--- config.mk ---
export PLATFORM = sky130hd
export DESIGN_NAME = mixcol_sched
export DESIGN_NICKNAME = d
export VERILOG_FILES = /design/src/rtl/aes_pkg.sv /design/src/rtl/mixcolumn.sv /design/src/rtl/mixcol_sched.sv
export SDC_FILE = /design/constraint.sdc
export NUM_CORES = 1
export LEC_CHECK = 0
export ABC_AREA = 1
export BUFFER_PORTS_ARGS = -buffer_cell sky130_fd_sc_hd__buf_2
export CAP_MARGIN = 20
export CORE_MARGIN = 5
export CORE_UTILIZATION = 25
export CTS_BUF_LIST = sky130_fd_sc_hd__clkbuf_4 sky130_fd_sc_hd__clkbuf_8
export CTS_CLUSTER_DIAMETER = 40
export DETAILED_ROUTE_END_ITERATION = 8
export PLACE_DENSITY = 0.41
export SYNTH_ARGS = -nofsm -noshare
export SYNTH_HDL_FRONTEND = slang
export SYNTH_SLANG_ARGS = --single-unit
--- constraint.sdc ---
create_clock -name clk -period 5.1 [get_ports clk]
set_clock_uncertainty 0.1 [all_clocks]
set_input_delay 0 -clock clk [delete_from_list [all_inputs] [get_ports clk]]
set_output_delay 0 -clock clk [all_outputs]
set_load 0.02 [all_outputs]
--- src/rtl/aes_pkg.sv ---
// Shared AES datapath types, widths and GF(2^8) helpers.
package aes_pkg;

  typedef enum logic [1:0] {IDLE, RUN, DONE} mixsched_state_t;

  localparam int unsigned COL_W = 32;
  localparam int unsigned NCOL  = 4;

  // Multiply by x in GF(2^8) modulo 0x11B.
  function automatic logic [7:0] xtime(input logic [7:0] b);
    return {b[6:0], 1'b0} ^ (b[7] ? 8'h1b : 8'h00);
  endfunction

endpackage

--- src/rtl/mixcolumn.sv ---
// Single-column AES MixColumns: circulant (02 03 01 01) over GF(2^8).
module mixcolumn (
  input  logic [31:0] col_in,
  output logic [31:0] col_out
);
  import aes_pkg::*;

  logic [7:0] a0, a1, a2, a3;
  logic [7:0] x0, x1, x2, x3;

  assign {a0, a1, a2, a3} = col_in;
  assign x0 = xtime(a0);
  assign x1 = xtime(a1);
  assign x2 = xtime(a2);
  assign x3 = xtime(a3);

  assign col_out[31:24] = x0 ^ x1 ^ a1 ^ a2 ^ a3;
  assign col_out[23:16] = a0 ^ x1 ^ x2 ^ a2 ^ a3;
  assign col_out[15:8]  = a0 ^ a1 ^ x2 ^ x3 ^ a3;
  assign col_out[7:0]   = x0 ^ a0 ^ a1 ^ a2 ^ x3;

endmodule

--- src/rtl/mixcol_sched.sv ---
// Column-serial MixColumns engine: one column per cycle through a shared mixer,
// with a bypass path for the final AES round.
module mixcol_sched #(
  parameter int unsigned NCOL = 4
) (
  input  logic         clk,
  input  logic         rst_n,
  input  logic         in_valid,
  output logic         in_ready,
  input  logic [127:0] in_state,
  input  logic         in_bypass,
  output logic         out_valid,
  input  logic         out_ready,
  output logic [127:0] out_state,
  output logic         busy
);
  import aes_pkg::*;

  mixsched_state_t state_q, state_d;
  logic [127:0]    st_q;
  logic [1:0]      col_q;
  logic            byp_q;

  logic             accept;
  logic [1:0]       col_last;
  logic [6:0]       col_lsb;
  logic [COL_W-1:0] col_in, col_out;

  assign col_last = 2'(NCOL - 1);
  // Column 0 sits in the top bits, so the bit offset counts down with col_q.
  assign col_lsb  = 7'((col_last - col_q) * COL_W);
  assign col_in   = st_q[col_lsb +: COL_W];

  mixcolumn u_mixcolumn (
    .col_in  (col_in),
    .col_out (col_out)
  );

  always_ff @(posedge clk or negedge rst_n) begin
    if (!rst_n) state_q <= IDLE;
    else        state_q <= state_d;
  end

  always_comb begin
    state_d   = state_q;
    in_ready  = 1'b0;
    out_valid = 1'b0;
    unique case (state_q)
      IDLE: begin
        in_ready = 1'b1;
        if (in_valid) state_d = in_bypass ? DONE : RUN;
      end
      RUN: begin
        if (col_q == col_last) state_d = DONE;
      end
      DONE: begin
        out_valid = 1'b1;
        // Consuming the result frees the register in the same cycle.
        in_ready  = out_ready;
        if (out_ready) begin
          if (in_valid) state_d = in_bypass ? DONE : RUN;
          else          state_d = IDLE;
        end
      end
      default: state_d = IDLE;
    endcase
  end

  assign accept    = in_valid & in_ready;
  assign busy      = (state_q != IDLE);
  assign out_state = st_q;

  always_ff @(posedge clk or negedge rst_n) begin
    if (!rst_n) begin
      st_q  <= '0;
      col_q <= '0;
      byp_q <= 1'b0;
    end else if (accept) begin
      st_q  <= in_state;
      col_q <= '0;
      byp_q <= in_bypass;
    end else if (state_q == RUN && !byp_q) begin
      st_q[col_lsb +: COL_W] <= col_out;
      col_q                  <= col_q + 2'd1;
    end
  end

endmodule

After elaboration in Yosys (flattened, before gate mapping)
Index checks and enable logic that the tools add are counted.
{ "word_totals": {"regBits": 133, "input_bits": 133, "output_inout_bits": 131, "wordCells": 60} }
{ "classes": {"reduce_logical": 6, "n_mux": 17, "n_addsub": 3, "shift": 3, "n_eq_ne": 6, "n_bitwise": 21} }
{ "ops": {"columns": ["op", "count"], "rows": [
  ["$mux W128", 2],
  ["$xor A8 B8 Y8", 20],
  ["$bwmux W128", 1],
  ["$shift A32 B9 Y128 const A", 1],
  ["$shiftx A128 B8 Y32", 1],
  ["$shiftx A32 B9 Y128", 1],
  ["$mux W5", 4],
  ["$mux W2", 7],
  ["$neg A7 Y9", 1],
  ["$ne A2 B2 Y1 const B", 3],
  ["$pmux W2 S3", 1],
  ["$eq A2 B2 Y1 const B", 2],
  ["$reduce_bool A2 Y1", 2],
  ["$reduce_and A3 Y1", 1],
  ["$add A2 B1 Y2 const B", 1],
  ["$eq A2 B1 Y1 const B", 1],
  ["$logic_not A2 Y1", 1],
  ["$pmux W1 S2", 1],
  ["$sub A2 B2 Y2 const A", 1],
  ["$and A1 B1 Y1", 1],
  ["$logic_and A1 B1 Y1", 1],
  ["$logic_not A1 Y1", 1],
  ["$mux W1", 1]
]} }

Logic depth before layout (Yosys ltp)
{ "logic_depth": {"depth_word": 12, "ltp_mapped": 18, "mapped_depth_nobuf": 16} }

By module
From an unflattened synthesis, not the netlist that was laid out.
{ "hier_totals": {"hier_cells": 1706, "area_unflattened_um2": 10406.2} }
{ "by_module_without_submodules": {"columns": ["mod", "area_each_um2", "instances", "seq_area_each_um2", "cells_each"], "rows": [
  ["mixcol_sched", 8458.1, 1, 3328.2, 1280],
  ["mixcolumn", 1948.1, 1, 0.0, 426]
]} }

Least setup slack after synthesis
OpenSTA, ideal clock, no wires.
{ "synth_timing": {"path_kind": "register to register", "start": "reg col_q[0]", "end": "reg st_q[100], in the netlist out_state[100]", "n_path_buf": 6, "t_required_ns": 4.923, "slack_ns": 2.354, "path_stages_with_launch": 12, "setup_ns": 0.077, "period_less_slack_ns": 2.746, "t_arrival_ns": 2.568, "cell_sequence": "dfrtp_1 -> buf_6 -> inv_6 -> buf_6 -> buf_8 -> buf_2 -> buf_1 -> ha_1 -> nor3_1 -> clkbuf_1 -> nand4_1 -> a21oi_1"} }
{ "synth_via": {"elab_chain_cells": 12, "elab_cells_between_ends": 32, "classes_between": "add/sub: 2; shift: 3; mux: 7; bitwise: 20"} }
{ "synth_rtl": {"columns": ["element", "line_no", "rtl"], "rows": [
  ["start, declared", "mixcol_sched.sv:21", "logic [1:0] col_q;"],
  ["start signal, assigned", "mixcol_sched.sv:84", "col_q <= col_q + 2'd1;"],
  ["$sub A2 B2 Y2 (*)", "mixcol_sched.sv:31", "assign col_lsb = 7'((col_last - col_q) * COL_W);"],
  ["$shiftx A128 B8 Y32", "mixcol_sched.sv:32", "assign col_in = st_q[col_lsb +: COL_W];"],
  ["$mux W5", "aes_pkg.sv:11", "return {b[6:0], 1'b0} ^ (b[7] ? 8'h1b : 8'h00);"],
  ["$xor A8 B8 Y8", "aes_pkg.sv:11", null],
  ["$xor A8 B8 Y8 (on tied branches) (4 in a row)", "mixcolumn.sv:20, mixcolumn.sv:17, mixcolumn.sv:18", null],
  ["$shiftx A32 B9 Y128", "mixcol_sched.sv:83", "st_q[col_lsb +: COL_W] <= col_out;"],
  ["$bwmux W128 (*)", "mixcol_sched.sv:83", null],
  ["$mux W128 (*)", "mixcol_sched.sv:82", "end else if (state_q == RUN && !byp_q) begin"],
  ["$mux W128 (*)", "mixcol_sched.sv:78", "end else if (accept) begin"],
  ["end signal, assigned", "mixcol_sched.sv:79", "st_q <= in_state;"],
  ["end signal, assigned by index", "mixcol_sched.sv:83", null],
  ["end, declared", "mixcol_sched.sv:20", "logic [127:0] st_q;"]
]} }
Every way passes the cells marked *; elsewhere a longest branch is shown, timed or not. The select of a mux whose other input is x is not followed.
A chain may end at the register's enable or synchronous reset.

Worst setup path after layout
{ "layout_timing": {"start": "reg col_q[0]", "end": "reg st_q[85], in the netlist out_state[85]"} }
The elaborated chain is that of the path after synthesis.

==> summary.md <==
| Metric | Value |
|---|---|
| Clk pin slew, worst setup/hold paths | approximately 0.1 ns |
| Crit Reg-Reg Startpoint | col_q[0] |
| Routability cong. | 0.909 |
| HPWL Detailed | 39.2 mm |
| Design area | roughly 14,000 sq um |
| Antenna cells | 0 |
| Register-to-register setup slack | 1.42 ns |
| Total track usage | 22.3% |
| DRC | 0 |
| Status | complete, no violations |
| Worst Tran Pin Value | 0.979 ns |
| Die Y | 212 um |
| Slew Viols, Final | 0 |
| Post-synthesis cell count | 1,710 |
| Setup TNS Final | 0 ns |
| # setup viols final | 0 |
| CP arrival | 4.00 ns |
| Clock Sinks | about 130 |
| Syn Area/Cell | ~6.0 sq um |
| Worst skew pair latency | 0.50 ns |
| 1st-iter DRT viols | around 1.1k |
| Post-synth cell types | 32 |
| Root buffer cell | clkbuf_8 |
| CP max stage delay | 0.78 ns |
| First-pass DRT Iterations | 7 |
| Clk buf depth | 2 |
| Port bufs | 263 |
| WS Path Type | register to register |
| H-tree Lvls | 4 |
| WHS | 0.0996 ns |
| Slew HR | 34.8% |
| Hold Fails Final Rpt | 0 |
| Dpl cell area | 11,900 sq um |
| Setup slack after layout | about 1.4 ns |
| Critical Path, Cell by Cell | inv_6, buf_4, ha_1, nand2_1, nor3_4, buf_4, nand4_1, a31oi_1 |
| Period utilization | 72.2% |
| Worst setup path start | col_q[0] |
| Core area | 40,600 sq um |
| Max Cap Viol | 0 |
| Via count | about 12k |
| Highest-delay cell along the critical path | dfrtp_2 |
| TritonCTS clock tree | done |
| Layout fillers | 4,524 |
| Register area share after synthesis | 32.6% |
| First-pass GRT wire length | approximately 75 mm |
| Worst setup SP type | register |
| Post-CTS setup buffers | 0 |
| Unrepaired setup endpoints after global routing | false |
| Setup Slack @ Placement | 1.49 ns |
| Total wire length | between 50 and 60 mm |
| Resized Gates After CTS | 0 |
| Hold_buf cts | 134 |
| RR Endpoint | out_state[85] |
| Setup crit end kind | register |
| Area Overhead vs Synth | 33.5% |
| Capture point of the worst path | out_state[85] |
| Vias per Instance | 4.78 |
| Initial Utilization | roughly a quarter |
| Synthesized area | slightly above 10,000 sq um |
| Post-synthesis net count | approximately 1.8k |
| Class of the worst hold path | input port to asynchronous set/reset pin |
| Die width | 212 um |
| Vias in the first global route | 11.7k |
| I/O pin total | 264 |
| Synth Warn # | 0 |
| Crit-path max FO | 124 |
| Core Rows | 74 |
| Total gr overflow | 0 |
| R2R depth | 8 |
| Fmax | between 200 and 300 MHz |
| Die area | around 45,000 sq um |
| Synthesized flop and latch total | between 100 and 150 |
| Crit-path most repeated cell | buf_4 |
| Share of cells above drive strength 1 | between 10% and 20% |
| Antenna violations before repair | 0 |
| Routed Antenna Nets | 0 |
| Routed WL per cell | 19.8 um |
| Worst EP required | about 5.4 ns |
| Min cycle time layout | 3.68 ns |
| Post-layout nets | 2,189 |
| Largest net degree at the start of global routing | 125 |
| Num CTS Buffers | 17 |
-- cell usage after synthesis (all sizes together) --
cell type / count / share of area (%)
nor4: 1 / 0.21
ha: 4 / 0.49
o21ai: 8 / 0.39
nor3: 2 / 0.15
a31oi: 46 / 2.8
xnor2: 5 / 0.43
a21oi: 77 / 4.1
nand3b: 2 / 0.15
dfrtp: 133 / 33
buf: 64 / 3.7
xor2: 4 / 0.56
nand2: 873 / 33
nand3: 170 / 8.4
clkbuf: 27 / 0.99
nand4: 48 / 2.9
nor2: 143 / 5.5
inv: 103 / 3.8
-- cell families after synthesis --
group	Yosys count	share of synthesized area [%]
and+or+nand+nor	1239	50.1
AOI/OAI and AO/OA	131	7.31
xor gates and xnor gates	9	0.991
DFF	133	32.6
adders and majority gates	4	0.490
buffers and inverters	194	8.51
-- per-stage QoR --
stage / util (%) / instances
floorplan: - / 1710
finish: 33.6 / 2597
CTS: 33.6 / 2597
global placement: 29.3 / 2431
global route: 33.6 / 2597
detailed placement: 29.3 / 2431
-- how the worst min path moves through the flow --
stage,startpoint,end,slack (ns),cells past startpoint
finish,rst_n,out_state[3],0.1,2
global route,rst_n,out_state[3],0.17,2
CTS,rst_n,out_state[20],0.12,2
detailed placement,rst_n,out_state[3],0.09,1
global placement,rst_n,out_state[10],0.09,1
floorplan,rst_n,byp_q,-0.40,0
-- cell usage in the layout, fill, tap and decap left out, types with 2 or more instances in the layout --
cell / instances
dfrtp_1: 131
nand4_1: 48
a21oi_4: 4
buf_4: 17
clkinvlp_4: 3
nor2_2: 8
clkbuf_8: 17
nand2_1: 847
xnor2_1: 5
nand2_4: 2
clkinv_4: 4
dfrtp_2: 2
nand3_2: 2
buf_2: 262
dlygate4sd3_1: 134
xor2_2: 3
inv_6: 3
nand3_1: 168
bufinv_16: 3
nand3b_1: 2
nor2_1: 134
nand2_2: 24
inv_1: 94
inv_2: 7
a31oi_1: 46
a21oi_1: 72
clkinv_2: 3
ha_1: 4
o21ai_0: 8
-- layer usage --
| metal | share of wire (%) | track usage (%) | wire (um) |
|---|---|---|---|
| met2 | 43 | 33.1 | 22100 |
| met4 | 1.7 | 5.03 | 870 |
| met1 | 48 | 33.5 | 24800 |
| met5 | 0 | 0 | 0 |
| met3 | 6.9 | 4.43 | 3560 |
-- worst max-delay path: cells and delay by family (launching register included) --
kind / cells / cell delay [ns]
AO/OA/AOI/OAI: 1 / 0.21
adder cells (fa/ha/maj): 1 / 0.41
buffers and inverters: 3 / 1.16
flip-flops: 1 / 0.78
AND/OR/NAND/NOR: 3 / 0.81
-- cell type report --
type                            instances  area, sq um  share of cell area [%]
Multi-Input combinational cell       1383         6050                    44.3
Tap cell                              532          666                    4.88
Clock buffer                           17          234                    1.71
Timing Repair Buffer                  414         2790                    20.5
Clock inverter                         15          180                    1.32
Sequential cell                       133         3330                    24.4
Inverter                              103          394                    2.89
-- flip-flops by register name, summed over array words and instances (netlist names) --
signal,cells
byp_q,1
col_q,2
out_state,128
state_q,2
Power is not shown: default switching activity piles up to over one toggle a cycle in this logic, so the estimate is an artifact.
